`config.mk`:
```
export PLATFORM = sky130hd
export DESIGN_NAME = map_sst_seq
export DESIGN_NICKNAME = d
export VERILOG_FILES = /design/src/rtl/map_sst_seq.sv
export SDC_FILE = /design/constraint.sdc
export NUM_CORES = 1
export LEC_CHECK = 0
export ABC_AREA = 1
export BUFFER_PORTS_ARGS = -buffer_cell sky130_fd_sc_hd__buf_2
export CORE_MARGIN = 5
export CORE_UTILIZATION = 49
export DETAILED_ROUTE_END_ITERATION = 10
export GPL_ROUTABILITY_DRIVEN = 0
export PLACE_DENSITY = 0.76
export SYNTH_ARGS = -nofsm -noshare
export SYNTH_HDL_FRONTEND = slang
export SYNTH_SLANG_ARGS = --single-unit
```
`constraint.sdc`:
```
create_clock -name clk -period 1.35 [get_ports clk]
set_input_delay 0.405 -clock clk [delete_from_list [all_inputs] [get_ports clk]]
set_output_delay 0.405 -clock clk [all_outputs]
set_load 0.01 [all_outputs]
```
`src/rtl/map_sst_seq.sv`:
```
`default_nettype none
// ============================================================================
// Module   : map_sst_seq
// Function : Save-state sequencer for the mapper register file. Streams the
//            mapper id and the bank/mirroring registers out to the host
//            (save), or writes a host byte stream back into them (load).
// Revision : 1.0 - initial release
// ============================================================================
module map_sst_seq #(
  parameter int REG_CNT = 6,    // mapper state registers at SST 0..REG_CNT-1
  parameter int ID_ADDR = 127,  // SST address returning the mapper index
  parameter int RD_WAIT = 1,    // cycles from sst_addr change to sst_di sample
  parameter int WE_HOLD = 4     // cycles sst_we_reg is held per write
) (
  input  logic       clk,
  input  logic       rst_n,
  input  logic       cmd_save,
  input  logic       cmd_load,
  input  logic [7:0] map_idx_exp,
  output logic       busy,
  output logic       done,
  output logic       err,
  output logic       sst_act,
  output logic [7:0] sst_addr,
  output logic       sst_we_reg,
  output logic [7:0] sst_dato,
  input  logic [7:0] sst_di,
  output logic [7:0] out_data,
  output logic       out_valid,
  input  logic       out_ready,
  input  logic [7:0] in_data,
  input  logic       in_valid,
  output logic       in_ready
);

  localparam logic [7:0] C_ID      = 8'(ID_ADDR);
  localparam logic [7:0] C_LAST    = 8'(REG_CNT - 1);
  localparam logic [3:0] C_RD_WAIT = 4'(RD_WAIT);
  // Strobe rises on entry to WR_HOLD, so the count covers WE_HOLD-1 more cycles.
  localparam logic [3:0] C_WE_LOAD = 4'(WE_HOLD - 1);

  typedef enum logic [3:0] {
    S_IDLE    = 4'd0,
    S_RD_SET  = 4'd1,
    S_RD_CAP  = 4'd2,
    S_RD_PUSH = 4'd3,
    S_LD_WAIT = 4'd4,
    S_LD_CHK  = 4'd5,
    S_WR_HOLD = 4'd6,
    S_WR_GAP  = 4'd7,
    S_FIN     = 4'd8
  } state_t;

  state_t     r_state;
  state_t     w_next;
  logic [7:0] r_idx;
  logic [7:0] r_byte;
  logic [7:0] r_addr;
  logic [7:0] r_dato;
  logic [7:0] r_out_data;
  logic [3:0] r_cnt;
  logic       r_we;
  logic       r_out_valid;
  logic       r_err;
  logic       r_done;
  logic       r_busy;
  logic       r_act;

  logic w_start_save;
  logic w_start_load;
  logic w_cnt_zero;
  logic w_in_hs;
  logic w_out_hs;
  logic w_idx_last;
  logic w_idx_id;

  // Save wins when both commands arrive together; commands only count in IDLE.
  assign w_start_save = (r_state == S_IDLE) && cmd_save;
  assign w_start_load = (r_state == S_IDLE) && cmd_load && !cmd_save;
  assign w_cnt_zero   = (r_cnt == 4'd0);
  assign w_in_hs      = (r_state == S_LD_WAIT) && in_valid;
  assign w_out_hs     = (r_state == S_RD_PUSH) && out_ready;
  assign w_idx_last   = (r_idx == C_LAST);
  assign w_idx_id     = (r_idx == C_ID);

  // State register.
  always_ff @(posedge clk or negedge rst_n) begin
    if (!rst_n) r_state <= S_IDLE;
    else        r_state <= w_next;
  end

  // Next-state decode.
  always_comb begin
    w_next = r_state;
    case (r_state)
      S_IDLE: begin
        if (w_start_save)      w_next = S_RD_SET;
        else if (w_start_load) w_next = S_LD_WAIT;
      end
      S_RD_SET:  w_next = S_RD_CAP;
      S_RD_CAP:  if (w_cnt_zero) w_next = S_RD_PUSH;
      S_RD_PUSH: if (w_out_hs) w_next = w_idx_last ? S_FIN : S_RD_SET;
      S_LD_WAIT: if (w_in_hs) w_next = w_idx_id ? S_LD_CHK : S_WR_HOLD;
      S_LD_CHK:  w_next = (r_byte == map_idx_exp) ? S_LD_WAIT : S_FIN;
      S_WR_HOLD: if (w_cnt_zero) w_next = S_WR_GAP;
      S_WR_GAP:  w_next = w_idx_last ? S_FIN : S_LD_WAIT;
      S_FIN:     w_next = S_IDLE;
      default:   w_next = S_IDLE;
    endcase
  end

  // Datapath: index walk, wait counters, sst bus and stream registers.
  always_ff @(posedge clk or negedge rst_n) begin
    if (!rst_n) begin
      r_idx       <= 8'd0;
      r_byte      <= 8'd0;
      r_addr      <= 8'd0;
      r_dato      <= 8'd0;
      r_out_data  <= 8'd0;
      r_cnt       <= 4'd0;
      r_we        <= 1'b0;
      r_out_valid <= 1'b0;
      r_err       <= 1'b0;
      r_done      <= 1'b0;
      r_busy      <= 1'b0;
      r_act       <= 1'b0;
    end else begin
      r_done <= 1'b0;
      case (r_state)
        S_IDLE: begin
          if (w_start_save || w_start_load) begin
            r_idx  <= C_ID;
            r_err  <= 1'b0;
            r_busy <= 1'b1;
            r_act  <= 1'b1;
          end
        end
        S_RD_SET: begin
          r_addr <= r_idx;
          r_cnt  <= C_RD_WAIT;
        end
        S_RD_CAP: begin
          if (w_cnt_zero) begin
            r_out_data  <= sst_di;
            r_out_valid <= 1'b1;
          end else begin
            r_cnt <= r_cnt - 4'd1;
          end
        end
        S_RD_PUSH: begin
          if (w_out_hs) begin
            r_out_valid <= 1'b0;
            r_idx       <= w_idx_id ? 8'd0 : r_idx + 8'd1;
          end
        end
        S_LD_WAIT: begin
          if (w_in_hs) begin
            r_byte <= in_data;
            if (!w_idx_id) begin
              r_addr <= r_idx;
              r_dato <= in_data;
              r_we   <= 1'b1;
              r_cnt  <= C_WE_LOAD;
            end
          end
        end
        S_LD_CHK: begin
          // A wrong mapper id aborts before any register is touched.
          if (r_byte == map_idx_exp) r_idx <= 8'd0;
          else                       r_err <= 1'b1;
        end
        S_WR_HOLD: begin
          if (w_cnt_zero) r_we  <= 1'b0;
          else            r_cnt <= r_cnt - 4'd1;
        end
        S_WR_GAP: begin
          if (!w_idx_last) r_idx <= r_idx + 8'd1;
        end
        S_FIN: begin
          r_act  <= 1'b0;
          r_busy <= 1'b0;
          r_addr <= 8'd0;
          r_done <= !r_err;
        end
        default: ;
      endcase
    end
  end

  assign busy       = r_busy;
  assign done       = r_done;
  assign err        = r_err;
  assign sst_act    = r_act;
  assign sst_addr   = r_addr;
  assign sst_we_reg = r_we;
  assign sst_dato   = r_dato;
  assign out_data   = r_out_data;
  assign out_valid  = r_out_valid;
  assign in_ready   = (r_state == S_LD_WAIT);

endmodule
`default_nettype wire

```
==> results.md, run 1 <==
- CTS max path bufs: 2
- Cell-internal power: 5.973 mW
- Worst hold slack: 0.2573 ns
- Drt initial violations: 260
- CP Capture Type: output port
- Clock Latency Late Sink: 0.32 ns
- Core Rows: 28
- Slew Viols, Final: 0
- TritonCTS clock tree: done
- Routed length per placed instance: 16.95 um
- Failing checks: setup timing
- First-pass GRT wire length: 13540 um
- Endpoints failing setup: 51
- Commonest non-fill, non-tap cell in the layout: nand2_1
- Relative slew slack: 81.73%
- # DRC: 0
- Starting Density: 49.70%
- Final WS setup: -0.3149 ns
- Switch Pwr: 5.074 mW
- Pwr Density: 2560 mW/mm2
- Sw Ratio: 45.93%
- Crit-path max FO: 6
- Footprint of the multi-input gates: 0.001770 mm2
- Die Ht: 86.80 um
- Post-synthesis sequential area ratio: 45.89%
- Final Hold Fails: 0
- MaxCap Viol Count: 0
- H-tree Lvls: 2
- Class of the worst hold path: input pin to register
- Hpwl dp: 5792 um
- Clock slew at the register clock pins of the worst setup and hold paths: 0.11 ns
- Crit path DAT: 1.26 ns
- Clock power frac: 8.6%
- Largest net degree at the start of global routing: 41
- Critical path type: register to output port
- Final setup skew: 0.007801 ns
- Place WS: -0.1817 ns
- ANT cells: 0
- Die width: 86.80 um
- Core Area: 0.005816 mm2
- Global route total overflow: 0
- Initial antenna violation count: 0
- Die area: 0.007534 mm2
- Design area: 0.004315 mm2
- Area grow syn2layout: 49.31%
- Peak VDD IR: 1511 uV
- I/O Pins: 61
- Clock root buffer: clkbuf_8
- Total Routing Usage GR: 22.58%
- Logic pwr share: 65.2%
- Synth cell types: 30
- First-pass DRT Iterations: 5
- CTS sink cnt: 53
- Critical Path RT: 0.95 ns
- Via Count: 3050
- Post-layout min period: 1.665 ns
- Syn_area_per_cell: 8.165 um2
- RSZ-0062 raised after global routing: yes
- Register share of total power: 26.2%
- Syn. warnings: 0
- Fraction of layout cells with a size suffix above 1: 49.28%
- Count of fill cells added during filler insertion: 409
- Post-route ant nets: 0
- Via/cell ratio: 5.466
- Syn Inst Count: 354
- Synth Cell Area: 0.002890 mm2
- Status: finished with violations
- Startpoint Class: register
- Syn_nets: 388
- Share of the synthesized area in the top cell type: 45.89%
- Input/output buffers: 60
- Reg area: 0.001333 mm2
- Highest-count cells in the layout ignoring fill and taps: nand2_1 (95), buf_2 (59), buf_4 (55)
- Leakage: 2.172 nW
- Worst Max-Slew Pin Slew: 0.2712 ns
- CTS buffer count: 5
- DP Area: 0.003709 mm2
- Total wire length: 9459 um
- Final net count: 516
- Flops & latches, synth: 53
- Vias in the first global route: 2942
- Fmax: 600.6 MHz
- Synth area leaders: dfrtp_1 (46%), nand2_1 (14%), mux2_2 (8.2%)
- Fin crit share: 123.3%
- Synth area leader: dfrtp_1
==> critical path: stages (launching register included) <==
cell	delay [ns]
dfrtp_2	0.50
inv_2	0.10
nand2_4	0.06
nor2_4	0.16
buf_6	0.12
==> path summary, 6_finish.rpt <==
path,to,from,cells after the start,slack (ns)
max in group asynchronous,r_idx[0],rst_n,3,0.43
hold reg to reg,done,err,1,0.49
setup / recovery,in_ready,r_state[3],4,-0.31
hold / removal,out_valid,out_ready,2,0.26
min in group asynchronous,r_state[2],rst_n,2,0.46
setup reg to reg,r_idx[6],r_state[3],10,-0.30
==> Yosys cell counts, drive strengths merged <==
library cell / n
buf: 6
dfrtp: 53
ha: 4
o21ai: 22
o22ai: 1
o21bai: 1
mux2: 21
a21oi: 4
nor2: 37
or2: 1
nand2: 114
inv: 38
clkbuf: 2
xor2: 1
xnor2: 7
o211ai: 1
nor4: 1
nand3: 36
nand4: 4
==> cell families (layout without fill, tap and decap cells) <==
kind of cell	after synthesis	count (layout)	share of synthesized area [%]
multiplexers	21	21	8.182
XOR/XNOR	8	8	2.424
AO/OA/AOI/OAI	29	29	5.239
AND/OR/NAND/NOR	193	195	29.87
flip-flops	53	53	45.89
adder cells (fa/ha/maj)	4	4	1.732
buffers and inverters	46	173	6.666
==> power by group through the flow <==
stage               logic [mW]  registers (mW)  clock network, mW
finish                    7.20            2.90              0.946
global route              7.73            2.99               1.01
CTS                       5.93            2.83              0.954
detailed placement        5.45            2.86                  0
global placement          5.28            2.82                  0
floorplan                 3.35            3.00                  0
==> layout make-up <==
| class | instances | share of cell area, % |
|---|---|---|
| clock buffer | 5 | 1.595 |
| clock inverter | 3 | 0.5799 |
| inverter | 38 | 3.363 |
| multi-input combinational | 257 | 41.03 |
| sequential | 53 | 30.88 |
| tap | 75 | 2.175 |
| timing repair buffer | 127 | 20.38 |
==> repair_timing <==
| action | CTS | global route |
|---|---|---|
| setup buffers | 9 | 13 |
| setup endpoints to repair | 50 | 53 |
| cloned | 1 | 1 |
| resized for setup | 21 | 65 |
| hold buffers | 1 | 0 |
| pin swaps | 8 | 21 |
| endpoints found under the hold margin | 6 | 0 |
==> metrics by stage <==
step / power, mW / cells / TNS (ns) / util [%]
finish: 11.05 / 558 / -10.63 / 74.20
global route: 11.72 / 558 / -13.34 / 74.20
CTS: 9.717 / 545 / -7.624 / 67.94
detailed placement: 8.312 / 526 / -6.196 / 63.77
global placement: 8.093 / 526 / -4.821 / 63.77
floorplan: 6.354 / 354 / -1.073 / -
==> routing by layer <==
| layer | up-vias | part of all wire [%] | routed length (um) | GRT usage [%] |
|---|---|---|---|---|
| met5 | - | 0 | 0 | 0 |
| met4 | 0 | 5.3 | 498 | 8.640 |
| met3 | 51 | 6.2 | 591 | 3.042 |
| met2 | 166 | 50 | 4709 | 40.17 |
| met1 | 1435 | 39 | 3659 | 27.54 |
| li1 | 1398 | - | - | - |
Power figures use the tool's default switching activity.
==> run 2: changes to the inputs <==
BUFFER_PORTS_ARGS = -buffer_cell sky130_fd_sc_hd__buf_4   (was -buffer_cell sky130_fd_sc_hd__buf_2)
CORE_MARGIN = 2   (was 5)
HOLD_SLACK_MARGIN = 0.15   (was not set)
==> run 2 against run 1 <==
  * The flow still finishes with violations (setup timing)
  * Worst setup slack better by 0.057 ns
  * Combinational power rose by 4.0%
  * Largest cell class unchanged
  * Design area increased by 3.9%
  * Largest power group unchanged
  * Flip-flop and latch count is the same
==> results.md, run 2 (synthesized netlist as in run 1, its figures left out) <==
- Die width: 80.80 um (-6.9%)
- # DRC: 0 (unchanged)
- Endpoints failing setup: 51 (unchanged)
- Clock slew at the register clock pins of the worst setup and hold paths: 0.09 ns (-0.02 ns)
- Reg2Reg Setup Slack: -0.25 ns (+0.05 ns)
- Area grow syn2layout: 55.06%
- Commonest non-fill, non-tap cell in the layout: buf_4
- Worst R2R End: sst_dato[5]
- CTS buffer count: 5 (unchanged)
- First-pass DRT Iterations: 5 (unchanged)
- First-pass GRT wire length: 13740 um (+1.5%)
- Class of the worst hold path: input pin to register
- H-tree Lvls: 2 (unchanged)
- CP Capture Type: output port
- Status: finished with violations
- Input/output buffers: 60 (unchanged)
- Cells after DPL: 525 (-0.19%)
- Non-filler cells in the finished layout: 556 (-0.36%)
- Critical Path RT: 0.95 ns (about the same)
- Fraction of layout cells with a size suffix above 1: 49.38% (+0.10 points)
- Worst Max-Slew Pin Slew: 0.2921 ns (+0.02092 ns)
- Vias in the first global route: 2855 (-3.0%)
- Via Count: 3092 (+1.4%)
- Pwr Density: 2567 mW/mm2 (+0.29%)
- Total Routing Usage GR: 27.82% (+5.2 points)
- Final setup skew: 0.004263 ns (-0.003538 ns)
- Post-layout min period: 1.608 ns (-0.05675 ns)
- Failing checks: setup timing
- Via/cell ratio: 5.561 (+1.7%)
- R2R depth: 6 (-4)
- Drt initial violations: 257 (-1.2%)
- RR Startpoint: r_state[2]
- Crit path DAT: 1.20 ns (-0.06 ns)
- Global route total overflow: 0 (unchanged)
- Final WS setup: -0.2581 ns (+0.05675 ns)
- Fmax: 621.8 MHz (+3.5%)
- Die area: 0.006529 mm2 (-13%)
- Highest-count cells in the layout ignoring fill and taps: buf_4 (116), nand2_1 (97), dfrtp_1 (48)
- Critical-path cell list: inv_2 -> nand2_2 -> nor2_4 -> buf_6
- Worst path slowest cell: dfrtp_2
- Clock root buffer: clkbuf_8
- Hold path depth: 2 (unchanged)
- Routed length per placed instance: 17.29 um (+2.0%)
- Leakage: 2.257 nW (+3.9%)
- Largest net degree at the start of global routing: 24 (-41%)
- Slew Viols, Final: 0 (unchanged)
- Crit-path max FO: 5 (-1)
- Post-route ant nets: 0 (unchanged)
- TritonCTS clock tree: done
- Slowest Stage Delay on Critical Path: 0.48 ns (-0.02 ns)
- Total wire length: 9612 um (+1.6%)
- Crit path launch: r_state[3]
- Final net count: 517 (+0.19%)
- Fin crit share: 119.1% (-4.2 points)
- Relative slew slack: 80.32% (-1.4 points)
- I/O Pins: 61 (unchanged)
- Count of fill cells added during filler insertion: 330 (-19%)
- Initial antenna violation count: 0 (unchanged)
- CTS sink cnt: 53 (unchanged)
- Hpwl dp: 5647 um (-2.5%)
- Core Area: 0.005608 mm2 (-3.6%)
- RSZ-0062 raised after global routing: yes
- Peak VDD IR: 1632 uV (+8.0%)
- Critical path type: register to output port
- Footprint of the multi-input gates: 0.001767 mm2 (-0.21%)
- Clock Latency Late Sink: 0.31 ns (about the same)
- Min-Delay Startpoint: out_ready
- CTS max path bufs: 2 (unchanged)
- Reg area: 0.001333 mm2 (unchanged)
- Worst Hold Path EP: out_valid
- Startpoint Class: register
- Place WS: -0.2215 ns (-0.03980 ns)
- MaxCap Viol Count: 0 (unchanged)
- Final Hold Fails: 0 (unchanged)
- Die Ht: 80.80 um (-6.9%)
- Core Rows: 27 (-3.6%)
- ANT cells: 0 (unchanged)
- Starting Density: 51.54% (+1.8 points)
-- run 2: changes by cell type in the layout (fill, tap and decap cells not counted), sizes merged --
cell / before / now
clkbuf: 5 / 6
buf: 126 / 128
inv: 39 / 38
clkinvlp: 1 / 0
bufinv: 0 / 1
nand2: 115 / 114
-- run 2: worst max path at each step --
| stage | end | slack [ns] |
|---|---|---|
| floorplan | r_byte[3] | -0.09 |
| global placement | r_idx[0] | -0.17 |
| detailed placement | r_idx[0] | -0.22 |
| CTS | in_ready | -0.20 |
| global route | r_idx[6] | -0.32 |
| finish | in_ready | -0.26 |
-- run 2: cell type report --
cell class	count	share of cell area (%)
Multi-Input combinational cell	256	39.42
Sequential cell	53	29.73
Timing Repair Buffer	129	23.12
Inverter	38	3.238
Tap cell	72	2.010
Clock buffer	6	1.619
Clock inverter	2	0.8654
-- run 2: power by group --
group	switching [mW]	internal (mW)
Combinational	4.02	3.48
Clock	0.537	0.558
Sequential	0.558	2.36
Total	5.11	6.39
-- run 2: per-layer routing --
layer	GRT usage, %	vias to the layer above	share of wire (%)
li1	-	1395	-
met1	33.98	1478	38
met2	49.92	177	51
met3	4.222	42	6.8
met4	9.661	0	3.7
met5	0	-	0
-- run 2: critical path, delay by kind of cell, from the launching register on --
family / cells / cell delay (ns)
and+or+nand+nor: 2 / 0.21
DFF: 1 / 0.48
buffers and inverters: 2 / 0.19
-- run 2: repair_timing --
| action | in CTS | in global routing |
|---|---|---|
| cloned | 1 | 1 |
| setup endpoints to repair | 50 | 54 |
| hold buffers | 1 | 0 |
| hold endpoints to repair | 19 | 0 |
| gates resized for setup | 51 | 34 |
| pin swaps | 35 | 11 |
| buffers inserted | 15 | 8 |
-- run 2: metrics by stage --
step | TNS (ns) | area (um2) | hold WS (ns) | utilization [%] | power, mW
after detailed placement | -6.185 | 3857 | 0.3160 | 68.79 | 8.558
after CTS | -5.590 | 4312 | 0.2605 | 76.89 | 10.67
final | -9.183 | 4482 | 0.2619 | 79.92 | 11.51
after floorplan | -1.073 | 3004 | 0.1094 | - | 6.354
after global placement | -4.794 | 3857 | 0.3111 | 68.79 | 8.366
after global routing | -12.21 | 4482 | 0.2641 | 79.92 | 12.20
